--- config.mk ---
export PLATFORM = sky130hd
export DESIGN_NAME = mac_sequencer_flat
export DESIGN_NICKNAME = d
export VERILOG_FILES = /design/src/rtl/mac_sequencer_if.sv /design/src/rtl/mac_sequencer.sv /design/src/flat_wrapper.sv
export SDC_FILE = /design/constraint.sdc
export NUM_CORES = 1
export LEC_CHECK = 0
export ABC_AREA = 0
export BUFFER_PORTS_ARGS = -buffer_cell sky130_fd_sc_hd__buf_2
export CAP_MARGIN = 25
export CORE_MARGIN = 3
export CORE_UTILIZATION = 35
export DETAILED_ROUTE_END_ITERATION = 10
export PLACE_DENSITY = 0.66
export RECOVER_POWER = 50
export SLEW_MARGIN = 20
export SYNTH_ARGS = -nofsm -noshare
export SYNTH_HDL_FRONTEND = slang
export SYNTH_SLANG_ARGS = --single-unit
--- constraint.sdc ---
create_clock -name clk -period 2.4 [get_ports clk]
set_input_delay 0.36 -clock clk [delete_from_list [all_inputs] [get_ports clk]]
set_output_delay 0.36 -clock clk [all_outputs]
set_load 0.005 [all_outputs]
--- src/rtl/mac_sequencer_if.sv ---
// mac_sequencer_if: bundles the request, operand buffer, MAC and result signals
// of one mac_sequencer.
//   slave  : sequencer view (drives busy, rd_*, mac_clear/enable/a/b, res_valid/data)
//   master : environment view (drives start, len, bias, rd_a/b, mac_out, res_ready)
// Optional MAC_SEQ_BIAS_EN adds the bias request field.
interface mac_sequencer_if #(
    parameter int DATA_W = 8,
    parameter int ACC_W  = 24,
    parameter int LEN_W  = 8
);
    logic              start;
    logic [LEN_W-1:0]  len;
`ifdef MAC_SEQ_BIAS_EN
    logic [ACC_W-1:0]  bias;
`endif
    logic              busy;
    logic              rd_en;
    logic [LEN_W-1:0]  rd_addr;
    logic [DATA_W-1:0] rd_a;
    logic [DATA_W-1:0] rd_b;
    logic              mac_clear;
    logic              mac_enable;
    logic [DATA_W-1:0] mac_a;
    logic [DATA_W-1:0] mac_b;
    logic [ACC_W-1:0]  mac_out;
    logic              res_valid;
    logic [ACC_W-1:0]  res_data;
    logic              res_ready;

    modport slave (
`ifdef MAC_SEQ_BIAS_EN
        input  bias,
`endif
        input  start, len, rd_a, rd_b, mac_out, res_ready,
        output busy, rd_en, rd_addr, mac_clear, mac_enable, mac_a, mac_b,
               res_valid, res_data
    );

    modport master (
`ifdef MAC_SEQ_BIAS_EN
        output bias,
`endif
        output start, len, rd_a, rd_b, mac_out, res_ready,
        input  busy, rd_en, rd_addr, mac_clear, mac_enable, mac_a, mac_b,
               res_valid, res_data
    );
endinterface

--- src/rtl/mac_sequencer.sv ---
// mac_sequencer: dot-product controller feeding one 8-bit MAC from an operand buffer.
//   clk   : rising-edge clock
//   reset : asynchronous active-low reset, clears all state and outputs
//   bus   : mac_sequencer_if.slave (start/len request, buffer read port,
//           MAC control/operands, valid/ready result port)
// Optional MAC_SEQ_BIAS_EN: latches bus.bias with start and adds it to the result.
module mac_sequencer #(
    parameter int DATA_W = 8,
    parameter int ACC_W  = 24,
    parameter int LEN_W  = 8
) (
    input logic            clk,
    input logic            reset,
    mac_sequencer_if.slave bus
);
    typedef enum logic [2:0] {IDLE, CLEAR, FETCH, DRAIN, DONE} state_t;

    state_t            state_q, state_d;
    logic [LEN_W-1:0]  len_q, len_d;
    logic [LEN_W-1:0]  rd_addr_q, rd_addr_d;
    logic              busy_q, busy_d;
    logic              rd_en_q, rd_en_d;
    logic              en1_q, en1_d;
    logic              mac_clear_q, mac_clear_d;
    logic              mac_enable_q, mac_enable_d;
    logic [DATA_W-1:0] mac_a_q, mac_a_d;
    logic [DATA_W-1:0] mac_b_q, mac_b_d;
    logic              res_valid_q, res_valid_d;
    logic [ACC_W-1:0]  res_data_q, res_data_d;
    logic [ACC_W-1:0]  bias_q;
`ifdef MAC_SEQ_BIAS_EN
    logic [ACC_W-1:0]  bias_d;
`else
    assign bias_q = '0;
`endif
    logic              last;

    assign last = rd_addr_q == len_q - LEN_W'(1);

    always_comb begin
        state_d      = state_q;
        len_d        = len_q;
        rd_addr_d    = rd_addr_q;
        rd_en_d      = 1'b0;
        mac_clear_d  = 1'b0;
        // en1 marks the cycle buffer data is valid; mac_enable follows one cycle later
        en1_d        = rd_en_q;
        mac_enable_d = en1_q;
        mac_a_d      = en1_q ? bus.rd_a : mac_a_q;
        mac_b_d      = en1_q ? bus.rd_b : mac_b_q;
        res_valid_d  = res_valid_q;
        res_data_d   = res_data_q;
`ifdef MAC_SEQ_BIAS_EN
        bias_d       = bias_q;
`endif
        case (state_q)
            IDLE: if (bus.start) begin
                state_d     = CLEAR;
                len_d       = bus.len;
`ifdef MAC_SEQ_BIAS_EN
                bias_d      = bus.bias;
`endif
                mac_clear_d = 1'b1;
                rd_en_d     = bus.len != '0;
                rd_addr_d   = '0;
            end
            // rd_addr_q holds the address issued this cycle (0 in CLEAR)
            CLEAR, FETCH: begin
                if (len_q == '0) begin
                    state_d    = DONE;
                    res_data_d = bias_q;
                end else if (last) begin
                    state_d = DRAIN;
                end else begin
                    state_d   = FETCH;
                    rd_en_d   = 1'b1;
                    rd_addr_d = rd_addr_q + LEN_W'(1);
                end
            end
            // once the read pipeline is empty the last accumulate has settled in mac_out
            DRAIN: if (!(rd_en_q || en1_q || mac_enable_q)) begin
                state_d     = DONE;
                res_data_d  = bus.mac_out + bias_q;
                res_valid_d = 1'b1;
            end
            DONE: begin
                state_d     = (res_valid_q && bus.res_ready) ? IDLE : DONE;
                res_valid_d = !(res_valid_q && bus.res_ready);
            end
            default: state_d = IDLE;
        endcase
        busy_d = state_d != IDLE;
    end

    always_ff @(posedge clk or negedge reset) begin
        if (!reset) begin
            state_q      <= IDLE;
            len_q        <= '0;
            rd_addr_q    <= '0;
            busy_q       <= 1'b0;
            rd_en_q      <= 1'b0;
            en1_q        <= 1'b0;
            mac_clear_q  <= 1'b0;
            mac_enable_q <= 1'b0;
            mac_a_q      <= '0;
            mac_b_q      <= '0;
            res_valid_q  <= 1'b0;
            res_data_q   <= '0;
`ifdef MAC_SEQ_BIAS_EN
            bias_q       <= '0;
`endif
        end else begin
            state_q      <= state_d;
            len_q        <= len_d;
            rd_addr_q    <= rd_addr_d;
            busy_q       <= busy_d;
            rd_en_q      <= rd_en_d;
            en1_q        <= en1_d;
            mac_clear_q  <= mac_clear_d;
            mac_enable_q <= mac_enable_d;
            mac_a_q      <= mac_a_d;
            mac_b_q      <= mac_b_d;
            res_valid_q  <= res_valid_d;
            res_data_q   <= res_data_d;
`ifdef MAC_SEQ_BIAS_EN
            bias_q       <= bias_d;
`endif
        end
    end

    assign bus.busy       = busy_q;
    assign bus.rd_en      = rd_en_q;
    assign bus.rd_addr    = rd_addr_q;
    assign bus.mac_clear  = mac_clear_q;
    assign bus.mac_enable = mac_enable_q;
    assign bus.mac_a      = mac_a_q;
    assign bus.mac_b      = mac_b_q;
    assign bus.res_valid  = res_valid_q;
    assign bus.res_data   = res_data_q;
endmodule
--- src/flat_wrapper.sv ---
// flat-port wrapper written by rule: the top's interface ports become plain ports
module mac_sequencer_flat 
#(
    parameter int DATA_W = 8,
    parameter int ACC_W  = 24,
    parameter int LEN_W  = 8
)
  (clk, reset, bus_start, bus_len, bus_rd_a, bus_rd_b, bus_mac_out, bus_res_ready, bus_busy, bus_rd_en, bus_rd_addr, bus_mac_clear, bus_mac_enable, bus_mac_a, bus_mac_b, bus_res_valid, bus_res_data);
  mac_sequencer_if #(.DATA_W(DATA_W), .ACC_W(ACC_W), .LEN_W(LEN_W)) bus_i ();
  input logic clk;
  input logic reset;
  input wire logic [$bits(bus_i.start)-1:0] bus_start;
  input wire logic [$bits(bus_i.len)-1:0] bus_len;
  input wire logic [$bits(bus_i.rd_a)-1:0] bus_rd_a;
  input wire logic [$bits(bus_i.rd_b)-1:0] bus_rd_b;
  input wire logic [$bits(bus_i.mac_out)-1:0] bus_mac_out;
  input wire logic [$bits(bus_i.res_ready)-1:0] bus_res_ready;
  output wire logic [$bits(bus_i.busy)-1:0] bus_busy;
  output wire logic [$bits(bus_i.rd_en)-1:0] bus_rd_en;
  output wire logic [$bits(bus_i.rd_addr)-1:0] bus_rd_addr;
  output wire logic [$bits(bus_i.mac_clear)-1:0] bus_mac_clear;
  output wire logic [$bits(bus_i.mac_enable)-1:0] bus_mac_enable;
  output wire logic [$bits(bus_i.mac_a)-1:0] bus_mac_a;
  output wire logic [$bits(bus_i.mac_b)-1:0] bus_mac_b;
  output wire logic [$bits(bus_i.res_valid)-1:0] bus_res_valid;
  output wire logic [$bits(bus_i.res_data)-1:0] bus_res_data;
  assign bus_i.start = bus_start;
  assign bus_i.len = bus_len;
  assign bus_i.rd_a = bus_rd_a;
  assign bus_i.rd_b = bus_rd_b;
  assign bus_i.mac_out = bus_mac_out;
  assign bus_i.res_ready = bus_res_ready;
  assign bus_busy = bus_i.busy;
  assign bus_rd_en = bus_i.rd_en;
  assign bus_rd_addr = bus_i.rd_addr;
  assign bus_mac_clear = bus_i.mac_clear;
  assign bus_mac_enable = bus_i.mac_enable;
  assign bus_mac_a = bus_i.mac_a;
  assign bus_mac_b = bus_i.mac_b;
  assign bus_res_valid = bus_i.res_valid;
  assign bus_res_data = bus_i.res_data;
  mac_sequencer #(.DATA_W(DATA_W), .ACC_W(ACC_W), .LEN_W(LEN_W)) u_core (.clk(clk), .reset(reset), .bus(bus_i));
endmodule
Word-level counts from Yosys, hierarchy flattened
Index checks and enable logic that the tools add are counted.
{"block": "op_classes", "n_eq_ne": 10, "addsub": 2, "muxes": 21, "reduce_logical": 16}
{"op": "24-bit 2-to-1 mux", "count": 2}
{"op": "24-bit case mux with 2 select lines", "count": 1}
{"op": "8-bit 2-to-1 mux", "count": 3}
{"op": "8-bit case mux with 2 select lines", "count": 1}
{"op": "3-bit 2-to-1 mux", "count": 4}
{"op": "3-bit case mux with 4 select lines", "count": 1}
{"op": "8-bit by 1-bit adder with 8-bit output (second input constant)", "count": 1}
{"op": "8-bit == test", "count": 1}
{"op": "8-bit logical NOT", "count": 1}
{"op": "2-bit inequality test (second input constant)", "count": 4}
{"op": "8-bit nonzero test", "count": 1}
{"op": "8-bit by 1-bit subtractor with 8-bit output (second input constant)", "count": 1}
{"op": "1-bit 2-to-1 mux", "count": 7}
{"op": "3-bit by 2-bit == test with 1-bit output (second input constant)", "count": 2}
{"op": "2-bit nonzero test", "count": 3}
{"op": "1-bit case mux with 2 select lines", "count": 2}
{"op": "2-bit AND reduction", "count": 2}
{"op": "4-bit AND reduction", "count": 1}
{"op": "3-bit by 1-bit == test with 1-bit output (second input constant)", "count": 1}
{"op": "3-bit == test (second input constant)", "count": 1}
{"op": "3-bit logical NOT", "count": 1}
{"op": "3-bit AND reduction", "count": 1}
{"op": "3-bit nonzero test", "count": 1}
{"op": "1-bit logical OR", "count": 2}
{"op": "4 further kinds", "count": 4}
{"block": "totals", "input_bits": 52, "word_cells": 61, "reg_bits": 65}

Logic depth before layout (Yosys ltp)
{"block": "logic_depth", "ltp_word": 6, "ltp_mapped": 10, "mapped_depth_nobuf": 8}

Worst setup path after synthesis
Ideal clock, no wire load.
{"block": "synth_timing", "path_kind": "reg-to-reg", "startpoint": "register u_core.len_q[3]", "endpoint": "register u_core.res_data_q[10], in the netlist u_core.bus.res_data[10]", "setup_time_ps": 121, "t_required_ps": 2279, "path_stages_with_launch": 9, "setup_slack_ps": 139, "arrival_time_ps": 2140, "synth_period_minus_slack_ps": 2261, "cell_sequence": "dfrtp_1 > nor4_4 > nand3_2 > nor3b_4 > or2_4 > or3_1 > buf_6 > buf_8 > a22o_1"}
{"block": "synth_via", "elab_chain_len": 3}
{"element": "start: declaration", "line": "mac_sequencer.sv:19", "source": "logic [LEN_W-1:0] len_q, len_d;"}
{"element": "start signal: assignment", "line": "mac_sequencer.sv:114", "source": "len_q <= len_d;"}
{"element": "8-bit logical NOT", "line": "mac_sequencer.sv:69", "source": "if (len_q == '0) begin"}
{"element": "2-bit by 1-bit inequality test with 1-bit output (no line)"}
{"element": "3-bit AND reduction (no line)"}
{"element": "end signal: assignment", "line": "mac_sequencer.sv:124", "source": "res_data_q <= res_data_d;"}
{"element": "end: declaration", "line": "mac_sequencer.sv:29", "source": "logic [ACC_W-1:0] res_data_q, res_data_d;"}
No other way between the ends.
A chain may end at the register's enable or synchronous reset.

Final worst setup path
{"block": "layout_timing", "startpoint": "register u_core.len_q[0]", "endpoint": "register u_core.rd_addr_q[7], in the netlist u_core.bus.rd_addr[7]"}
{"block": "layout_via", "elab_chain_len": 4}
{"element": "8-bit by 1-bit subtractor with 8-bit output", "line": "mac_sequencer.sv:38", "source": "assign last = rd_addr_q == len_q - LEN_W'(1);"}
{"element": "8-bit == test", "line": "mac_sequencer.sv:38"}
{"element": "2-bit inequality test (no line)"}
{"element": "4-bit AND reduction (no line) (*)"}
{"element": "end signal: assignment", "line": "mac_sequencer.sv:115", "source": "rd_addr_q <= rd_addr_d;"}
{"element": "end: declaration", "line": "mac_sequencer.sv:20", "source": "logic [LEN_W-1:0] rd_addr_q, rd_addr_d;"}
Every way passes the cells marked *; elsewhere a longest branch is shown, timed or not.

==> out/metrics.cfg <==
[timing]
period_needed_ns=2.24
finClkSkew_ns=0.00894
finalHoldViolCount=0
slew_headroom_pct=-4.03
holdWs_ns=0.240
fmax_mhz=447
rsz0062_at_grt=no
totalNegativeSetupSlack_ns=0
fin_crit_sh_pct=93.2
finalSetupViolations=0
worst_pin_slew_ns=1.56
slew_viol_final=66

[detailed_routing]
drtAntennaViolNets=0
wl_per_cell_um=14.1
drc=0
routed_wl_um=6460
vias=2229
drt-pass1-iter-count=4
avgViaCountPerCell=4.88
drtIter0Drc=80

[place]
post_dp_cell_area_um2=3520
placed_cells=441
hpwl_um=4620
portBuffers=104
place.gp.congestion=0.831

[global_routing]
grt_pass1_wl_um=10100
grt_start_max_net_pins=66
grt-ovfl-total=0
antenna_found_initial=0
grt_pass1_vias=2095
track_usage_pct=14.3

[clock_tree]
tritoncts=done
clock_path_buffers=2
clock_latency_ns=0.34
clock_sinks=65
numCtsBuffers=9
ctsHoldBuffers=0
clk_pin_slew_ns=0.07
post_cts_buffers=0
h-tree-depth=3
cts.repair.resized=0
root_buffer=clkbuf_8

[setup_path]
crit_type=reg2reg
rr_worst_depth=9
cp.required_ns=2.66
cp_max_fo=13
timing.rr.start=u_core.len_q[0]
ff2ff_setup_slack_ns=0.16
cp.arrival_ns=2.50
cp-start-kind=register
r2r-end=u_core.bus.rd_addr[7]
cp-end-kind=register

[yosys]
avgSynthCellArea_um2=12.0
synth_common_cells=dfrtp_1 (65), nand2_1 (29), a22o_1 (24)
synth_area_leaders=dfrtp_1 (57%), a22o_1 (7.4%), mux2_2 (6.4%), nand2_1 (3.8%), xnor2_1 (2.2%)
ys_types=44
synth_edf_count=0
ys_warn_count=0
synth_ff_type=dfrtp_1
ys_seq_elements=65
synth_area_leader_cell=dfrtp_1
syn-num-nets=291
synthCells=236
syn-cell-area_um2=2830
synth_top_area_share_pct=57.4
yosysMostFrequentCell=dfrtp_1
seq_area_frac_synth_pct=57.4
postSynth.asyncResetShare_pct=100

[final_layout]
final_nets=405
diodes=0
fillerInstances=733
syn_to_final_growth_pct=30.1
final_area_um2=3680
fin_cells=457
drive_gt1_share_pct=42.8

[worst_hold_path]
holdCritStartpoint=bus_len[4]
min_path_cells=3
whs_endpoint=u_core.len_q[4]
hp-class=in2reg

[die]
die_y_um=95.9
fp.coreArea_um2=7810
ios=105
start_util_pct=36.3
rows=32
die_x_um=95.9
die-area_um2=9210

[outcome]
status=complete, but fails checks
violations=capacitance limit, slew limit

[power_and_ir_drop]
powerDensity_nw_per_um2=1240
power_leakage_nw=1.84
p_total_mw=4.56
irDropWorstVdd_mv=0.693

[run]
max_cap_viol_count=1

==> logic make-up after synthesis <==
kind of cell / after synthesis / share of synthesized area [%]
and+or+nand+nor: 70 / 13.5
DFF: 65 / 57.4
AOI/OAI and AO/OA: 54 / 14.4
adders and majority gates: 3 / 1.33
xor gates and xnor gates: 10 / 3.09
muxes: 18 / 7.07
buffers and inverters: 16 / 3.18
==> registers in the layout, summed over array words and instances (netlist names), 3 cells and up <==
register / count
u_core.bus.mac_a: 8
u_core.bus.mac_b: 8
u_core.bus.rd_addr: 8
u_core.bus.res_data: 24
u_core.len_q: 8
u_core.state_q: 3
==> stage by stage <==
step	utilization, %	setup slack, ns
2_1_floorplan	-	0.139
3_3_place_gp	45.1	0.181
3_5_place_dp	45.1	0.0735
4_1_cts	47.3	0.0495
5_1_grt	47.2	0.00464
6_report	47.2	0.163
==> cell usage in the layout (no fill, tap or decap), drive strengths merged, types with 3 or more instances in the layout <==
cell type / netlist / routed
nor2: 6 / 6
or3: 7 / 7
mux2: 16 / 16
clkinvlp: 0 / 3
clkbuf: 8 / 15
nand4: 4 / 4
nand3: 3 / 3
nor4: 4 / 4
buf: 4 / 109
o21ai: 8 / 8
inv: 3 / 6
a22o: 24 / 24
xnor2: 7 / 7
ha: 3 / 3
dfrtp: 65 / 65
nor3: 4 / 4
nand2: 29 / 29
xor2: 3 / 3
a21oi: 9 / 9
==> routing by layer <==
layer	track usage (%)	part of all wire, %	vias up
met2	23.0	46	78
met4	6.04	1.4	0
li1	-	-	1083
met3	3.44	6.9	8
met5	0	0	-
met1	18.4	46	1060
==> report_power, final <==
part | internal, mW | total, mW | switching, mW
Sequential | 1.48 | 1.78 | 0.301
Clock | 0.383 | 0.841 | 0.458
Combinational | 1.01 | 1.94 | 0.936
==> critical path, cell delays in order (launching register included) <==
cell and delay [ns]:
dfrtp_1 0.46, inv_1 0.14, ha_4 0.21, xnor2_1 0.15, a221oi_1 0.09, a41oi_1 0.22, a211oi_2 0.06, buf_4 0.18
or4_1 0.50, a21oi_1 0.16
==> layout make-up <==
| cell class | instances | area [µm²] | area share (%) |
|---|---|---|---|
| Clock buffer | 9 | 124 | 3.36 |
| Clock inverter | 7 | 53.8 | 1.46 |
| Inverter | 4 | 15.0 | 0.407 |
| Multi-Input combinational cell | 155 | 1130 | 30.8 |
| Sequential cell | 65 | 1630 | 44.1 |
| Tap cell | 102 | 128 | 3.46 |
| Timing Repair Buffer | 115 | 604 | 16.4 |
==> worst max-delay path by stage <==
stage | startpoint | to | slack, ns
detailed placement | u_core.len_q[0] | u_core.bus.rd_addr[7] | 0.07
global route | u_core.len_q[0] | u_core.bus.rd_addr[7] | 0.005
floorplan | u_core.len_q[3] | u_core.bus.res_data[10] | 0.14
CTS | u_core.len_q[0] | u_core.bus.rd_addr[7] | 0.05
finish | u_core.len_q[0] | u_core.bus.rd_addr[7] | 0.16
global placement | u_core.len_q[0] | u_core.bus.rd_addr[7] | 0.18
(Power assumes the default switching activity.)
